[config.mk]
export PLATFORM = sky130hd
export DESIGN_NAME = generic_output_ctrl
export DESIGN_NICKNAME = d
export VERILOG_FILES = /design/src/rtl/generic_output_ctrl.sv
export SDC_FILE = /design/constraint.sdc
export NUM_CORES = 1
export LEC_CHECK = 0
export ABC_AREA = 1
export ABC_CLOCK_PERIOD_IN_PS = 1700
export BUFFER_PORTS_ARGS = -buffer_cell sky130_fd_sc_hd__buf_2
export CORE_MARGIN = 5
export CORE_UTILIZATION = 55
export DETAILED_ROUTE_END_ITERATION = 8
export PLACE_DENSITY = 0.83
export RECOVER_POWER = 50
export SETUP_SLACK_MARGIN = 0.15
export SYNTH_ARGS = -nofsm -noshare
export SYNTH_HDL_FRONTEND = slang
export SYNTH_SLANG_ARGS = --single-unit
export TNS_END_PERCENT = 100
[constraint.sdc]
create_clock -name clk -period 1.7 [get_ports clk]
set_input_delay 0 -clock clk [delete_from_list [all_inputs] [get_ports clk]]
set_output_delay 0 -clock clk [all_outputs]
set_load 0.05 [all_outputs]
[src/rtl/generic_output_ctrl.sv]
`default_nettype none
// ============================================================================
// Module      : generic_output_ctrl
// Description : Multi-channel output controller with per-channel off/on/blink/
//               PWM modes, a shared prescaler and a change-pulse flag.
// Revision    : 1.0 - initial release
// ============================================================================
module generic_output_ctrl #(
    parameter int            OW    = 8,
    parameter int            AW    = 3,
    parameter int            PW    = 4,
    parameter logic [OW-1:0] DS    = '0,
    parameter int            PRESC = 1000,
    parameter int            BLINK = 250
) (
    input  logic          clk,
    input  logic          rst,
    input  logic          we,
    input  logic [AW-1:0] adr,
    input  logic [PW+1:0] dat_w,
    output logic [PW+1:0] dat_r,
    output logic [OW-1:0] o,
    output logic          chg
);

    localparam int c_PCW = (PRESC > 1) ? $clog2(PRESC) : 1;
    localparam int c_BCW = (BLINK > 1) ? $clog2(BLINK) : 1;
    localparam logic [c_PCW-1:0] c_PRESC_LAST = c_PCW'(PRESC - 1);
    localparam logic [c_BCW-1:0] c_BLINK_LAST = c_BCW'(BLINK - 1);

    localparam logic [1:0] c_MODE_OFF   = 2'b00;
    localparam logic [1:0] c_MODE_ON    = 2'b01;
    localparam logic [1:0] c_MODE_BLINK = 2'b10;

    logic [PW+1:0]    r_reg [OW];
    logic [c_PCW-1:0] r_presc;
    logic [PW-1:0]    r_pwm;
    logic [c_BCW-1:0] r_blink;
    logic             r_phase;
    logic [OW-1:0]    r_o;
    logic             r_chg;

    logic             w_tick;
    logic             w_blink_wrap;
    logic [OW-1:0]    w_act;
    logic [OW-1:0]    w_o_next;

    assign w_tick       = (r_presc == c_PRESC_LAST);
    assign w_blink_wrap = w_tick && (r_blink == c_BLINK_LAST);
    assign w_o_next     = DS ^ w_act;

    // Shared timebase; channel writes never disturb it.
    always_ff @(posedge clk) begin
        if (rst) begin
            r_presc <= '0;
            r_pwm   <= '0;
            r_blink <= '0;
            r_phase <= 1'b0;
        end else begin
            r_presc <= w_tick ? '0 : r_presc + c_PCW'(1);
            if (w_tick) begin
                r_pwm <= r_pwm + PW'(1);
            end
            if (w_blink_wrap) begin
                r_blink <= '0;
                r_phase <= ~r_phase;
            end else if (w_tick) begin
                r_blink <= r_blink + c_BCW'(1);
            end
        end
    end

    always_ff @(posedge clk) begin
        if (rst) begin
            r_o   <= DS;
            r_chg <= 1'b0;
        end else begin
            r_o   <= w_o_next;
            r_chg <= (w_o_next != r_o);
        end
    end

    generate
        for (genvar n = 0; n < OW; n++) begin : g_chan
            logic [1:0]    w_mode;
            logic [PW-1:0] w_duty;

            assign w_mode = r_reg[n][PW+1:PW];
            assign w_duty = r_reg[n][PW-1:0];

            always_ff @(posedge clk) begin
                if (rst) begin
                    r_reg[n] <= '0;
                end else if (we && (adr == AW'(n))) begin
                    r_reg[n] <= dat_w;
                end
            end

            // Duty 0 can never satisfy the compare, so it is always off.
            assign w_act[n] = (w_mode == c_MODE_OFF)   ? 1'b0 :
                              (w_mode == c_MODE_ON)    ? 1'b1 :
                              (w_mode == c_MODE_BLINK) ? r_phase :
                                                         (r_pwm < w_duty);
        end
    endgenerate

    always_comb begin
        dat_r = '0;
        for (int n = 0; n < OW; n++) begin
            if (adr == AW'(n)) begin
                dat_r = r_reg[n];
            end
        end
    end

    assign o   = r_o;
    assign chg = r_chg;

endmodule
`default_nettype wire

# Yosys cells after proc, flatten, opt, wreduce, memory -nomap -nowiden
# Memories as Yosys holds them, arrays and structs flattened.
# Index checks and enable logic that the tools add are counted.
[op_classes]
n_addsub = 3
magnitude_cmp = 8
eq_ne = 26
mux = 66
n_bitwise = 9
n_reduce_logical = 20
[ops]
columns = ["operator", "count"]
rows = [
  ["2-to-1 mux 6 bit", 16],
  ["2-to-1 mux 1 bit", 50],
  ["< comparator 4 bit", 8],
  ["== test 2 x 1 -> 1 bit, second input constant", 8],
  ["== test 2 bit, second input constant", 8],
  ["logical NOT 2 bit", 8],
  ["== test 3 bit, second input constant", 4],
  ["adder 10 x 1 -> 10 bit, second input constant", 1],
  ["== test 10 bit, second input constant", 1],
  ["logical AND 1 bit", 9],
  ["adder 8 x 1 -> 8 bit, second input constant", 1],
  ["== test 8 bit, second input constant", 1],
  ["!= test 8 bit", 1],
  ["bitwise OR 1 bit", 8],
  ["== test 3 x 2 -> 1 bit, second input constant", 2],
  ["adder 4 x 1 -> 4 bit, second input constant", 1],
  ["OR reduction 2 bit", 2],
  ["== test 3 x 1 -> 1 bit, second input constant", 1],
  ["logical NOT 3 bit", 1],
  ["NOT 1 bit", 1],
]
[totals]
regBits = 32
mem_bits_rw = 48
input_bits = 12
output_inout_bits = 15
wordCells = 139
memories = 1
[memory_table]
columns = ["memory", "depth", "word_bits", "rd", "rd_ports_with_merged_regs", "write_ports", "line_no", "text"]
rows = [
  ["r_reg", 8, 6, 8, 0, 8, "35", "logic [PW+1:0] r_reg [OW];"],
]

# Logic depth before layout (Yosys ltp)
[depth]
ltp_word = 9
mapped_depth = 14

# Worst setup path after synthesis
# Ideal clock, no wire load.
[synth_path]
path_type = "reg2reg"
startpoint = "register r_pwm[1]"
endpoint = "register r_chg, in the netlist chg"
setup_ns = 0.132
arrival_ns = 1.370
required_time_ns = 1.568
setup_slack_ns = 0.198
stages_incl_launch_ff = 14
path_cell_list = "dfxtp_1 ha_1 nand2_1 nand2_1 nand2_1 nand2_1 nand2_1 nand2_1 nand2_1 nand2_1 inv_1 nand2_1 nor2_1 a21oi_1"
[synth_via]
elab_chain_len = 5
elab_cells_between_ends = 33
[synth_rtl]
columns = ["element", "line_no", "text"]
rows = [
  ["from (decl)", "37", "logic [PW-1:0] r_pwm;"],
  ["from (signal assigned)", "62", "r_pwm <= r_pwm + PW'(1);"],
  ["< comparator 4 bit", "103", "(r_pwm < w_duty);"],
  ["2-to-1 mux 1 bit", "102", "(w_mode == c_MODE_BLINK) ? r_phase :"],
  ["2-to-1 mux 1 bit", "101", "(w_mode == c_MODE_ON) ? 1'b1 :"],
  ["2-to-1 mux 1 bit", "100", "assign w_act[n] = (w_mode == c_MODE_OFF) ? 1'b0 :"],
  ["!= test 8 bit *", "79", "r_chg <= (w_o_next != r_o);"],
  ["to (signal assigned)", "79", ""],
  ["to (decl)", "41", "logic r_chg;"],
]
# Every way passes the cells marked *; elsewhere a longest branch is shown, timed or not.
# A chain may end at the register's enable or synchronous reset.

==> flow_metrics.env <==
export IMPL_status="finished clean"
export IMPL_gp_congestion=0.924
export IMPL_cp_cell_sequence="inv_2, o22ai_4, a21oi_2, o21ai_2, a21oi_2, nand4_1, buf_6"
export IMPL_ys_types=36
export IMPL_clk_pin_slew_ns=0.09
export IMPL_cts_root_buf="clkbuf_8"
export IMPL_syn_num_nets=601
export IMPL_synth_edf_count=48
export IMPL_cts_tree="yes"
export IMPL_synth_ff_type="edfxtp_1"
export IMPL_yosys_area_share_adder_pct=7.81
export IMPL_power_mw=4.24
export IMPL_ys_seq_area_share_pct=46.4
export IMPL_die_h_um=100
export IMPL_wl_um=11400
export IMPL_cp_slowest_cell="edfxtp_1"
export IMPL_area_growth_pct=21.8
export IMPL_die_w_um=100
export IMPL_synth_ff_latch_count=80
export IMPL_netlist_area_um2=4490
export IMPL_cts_hold_fix_buffers=0
export IMPL_p_leak_nw=2.60
export IMPL_critPathMaxFanout=2
export IMPL_hpwlAfterDp_um=7760
export IMPL_cp_end_kind="output port"
export IMPL_wire_per_inst_um=15.6
export IMPL_syn_inst=561
export IMPL_fin_crit_sh_pct=98.6
export IMPL_core_um2=8090
export IMPL_clk_latency_ns=0.36
export IMPL_power_density_nw_per_um2=777
export IMPL_met2_length_um=5720
export IMPL_met1_length_um=4600
export IMPL_fin_util_pct=67.5
export IMPL_first_pass_iters=6
export IMPL_yosys_area_share_simple_pct=28.7
export IMPL_cts_buffers=9
export IMPL_crit_required_ns=1.70
export IMPL_drv_slew=0
export IMPL_start_util_pct=55.4
export IMPL_row_count=33
export IMPL_grt_overflow=0
export IMPL_htree_num_levels=3
export IMPL_cts_path_max_buffers=2
export IMPL_synth_area_leaders="edfxtp_1 (32%), dfxtp_1 (14%), nand2_1 (12%), inv_1 (8.4%), ha_1 (7.8%)"
export IMPL_max_vdd_ir_drop_uv=494
export IMPL_cp_common_cell="a21oi_2"
export IMPL_drive_gt1_share_pct=22.3
export IMPL_insertedDiodeCount=0
export IMPL_via_per_inst=5.38
export IMPL_cpPeakStageDelay_ns=0.44
export IMPL_io_pins=27
export IMPL_grt_pass1_vias=3838
export IMPL_grt_first_pass_wirelength_um=17800
export IMPL_maxUsedRoutingLayer="met4"
export IMPL_dieArea_um2=10100
export IMPL_synthArstFlopShare_pct=0
export IMPL_post_route_drc_count=0
export IMPL_hold_viol_final=0
export IMPL_fmax_mhz=596
export IMPL_fin_crit_ns=1.68
export IMPL_finalSetupViolCount=0
export IMPL_r2r_slack_ns=0.12
export IMPL_synth_largest_area_cell="edfxtp_1"
export IMPL_synth_warnings=0
export IMPL_synth_most_common_cell="nand2_1"
export IMPL_hp_class="input port to flip-flop"
export IMPL_max_slew_margin_pct=58.3
export IMPL_avgSynthCellArea_um2=8.00
export IMPL_cap_violations=0
export IMPL_muxShareOfSynthArea_pct=0
export IMPL_fin_skew_ns=0.00735
export IMPL_n_fill_cell=629
export IMPL_arrival_ns=1.68
export IMPL_rsz0062_at_grt="yes"
export IMPL_critPathKind="flip-flop to output port"
export IMPL_nets=664
export IMPL_cts_num_sinks=80
export IMPL_synth_common_cells="nand2_1 (140), inv_1 (100), nor2_1 (74)"
export IMPL_vias=3952
export IMPL_grt_usage_pct=22.4
export IMPL_cp_start_kind="flip-flop"
export IMPL_drtIter0Drc=359
export IMPL_largest_register_ffs=48
export IMPL_antenna_found_initial=0
export IMPL_dr_wl_met3_um=719
export IMPL_synth_compound_area_share_pct=6.61
export IMPL_yosysTopAreaCellShare_pct=32.1
export IMPL_max_slew_worst_pin_slew_ns=0.621
export IMPL_synth_top_family_by_area="simple AND/OR/NAND/NOR gates"
export IMPL_numPortBuffers=26
export IMPL_ant_nets=0
export IMPL_synthXorXnorAreaFrac_pct=1.17
export IMPL_grt_max_degree=20
-- through the flow --
| step | cell area [um^2] | setup TNS, ns | hold WS, ns | setup slack (ns) | cells |
|---|---|---|---|---|---|
| floorplan | 4490 | 0 | 0.0691 | 0.198 | 561 |
| global placement | 4810 | 0 | 0.427 | 0.0685 | 700 |
| detailed placement | 4810 | -0.0999 | 0.440 | -0.0577 | 700 |
| CTS | 5230 | 0 | 0.0564 | 0.0752 | 725 |
| global route | 5460 | -0.0459 | 0.0782 | -0.0322 | 734 |
| finish | 5460 | 0 | 0.0506 | 0.0231 | 734 |
-- logic make-up after synthesis --
kind of cell               count (synthesis)
AOI/OAI and AO/OA                         56
xor gates and xnor gates                   6
adders and majority gates                 28
buffers and inverters                    108
DFF                                       80
and+or+nand+nor                          283
-- area by class of cell --
class | instances | area, um^2 | area share (%)
flip-flops and latches | 80 | 2100 | 38.4
clock buffers | 9 | 124 | 2.27
multi-input cells | 373 | 2240 | 41.0
clock inverters | 7 | 70.1 | 1.28
inverters | 104 | 393 | 7.19
repair buffers | 56 | 405 | 7.42
well taps | 105 | 131 | 2.41
-- layer usage --
| metal | vias up | global-route usage [%] |
|---|---|---|
| met5 | - | 0 |
| met4 | 0 | 9.43 |
| met3 | 40 | 3.27 |
| met2 | 169 | 37.5 |
| met1 | 1817 | 29.1 |
| li1 | 1926 | - |
-- what timing repair did --
item / 4_1_cts / 5_1_grt
buffers inserted: 9 / 10
cloned: 0 / 0
setup endpoints to repair: 25 / 26
pin swaps: 8 / 28
gates resized for setup: 44 / 55
-- cell usage in the layout, fill, tap and decap left out, types with 5 or more instances in the layout --
master and count:
ha_1 22, clkbuf_8 9, xor2_1 5, clkbuf_1 12, a21oi_2 7, ha_4 5
inv_2 15, dfxtp_1 22, nand2_1 134, nor3_1 6, nand3_1 22, inv_1 87
buf_6 12, dfxtp_2 8, nor2_2 6, buf_4 20, nand4_1 11, a21oi_1 21
nor2_1 70, o21ai_0 11, edfxtp_1 48, buf_2 11
-- worst max-delay path, delay by kind of cell, from the launching register on --
family,cells,cell delay [ns]
AND/OR/NAND/NOR,1,0.13
AO/OA/AOI/OAI,4,0.44
flip-flops,1,0.44
buffers and inverters,2,0.30
-- where the power goes --
group	switching (mW)	internal, mW
registers	0.0783	2.15
clock network	0.808	0.581
logic	0.428	0.197
total	1.31	2.93
-- final timing paths --
| check | cells after the start | from | endpoint |
|---|---|---|---|
| setup / recovery | 7 | r_reg[0][5] | dat_r[5] |
| setup reg to reg | 10 | r_presc[1] | r_blink[7] |
| hold / removal | 3 | rst | r_pwm[1] |
| hold reg to reg | 2 | r_blink[6] | r_blink[6] |
(Power assumes the default switching activity.)
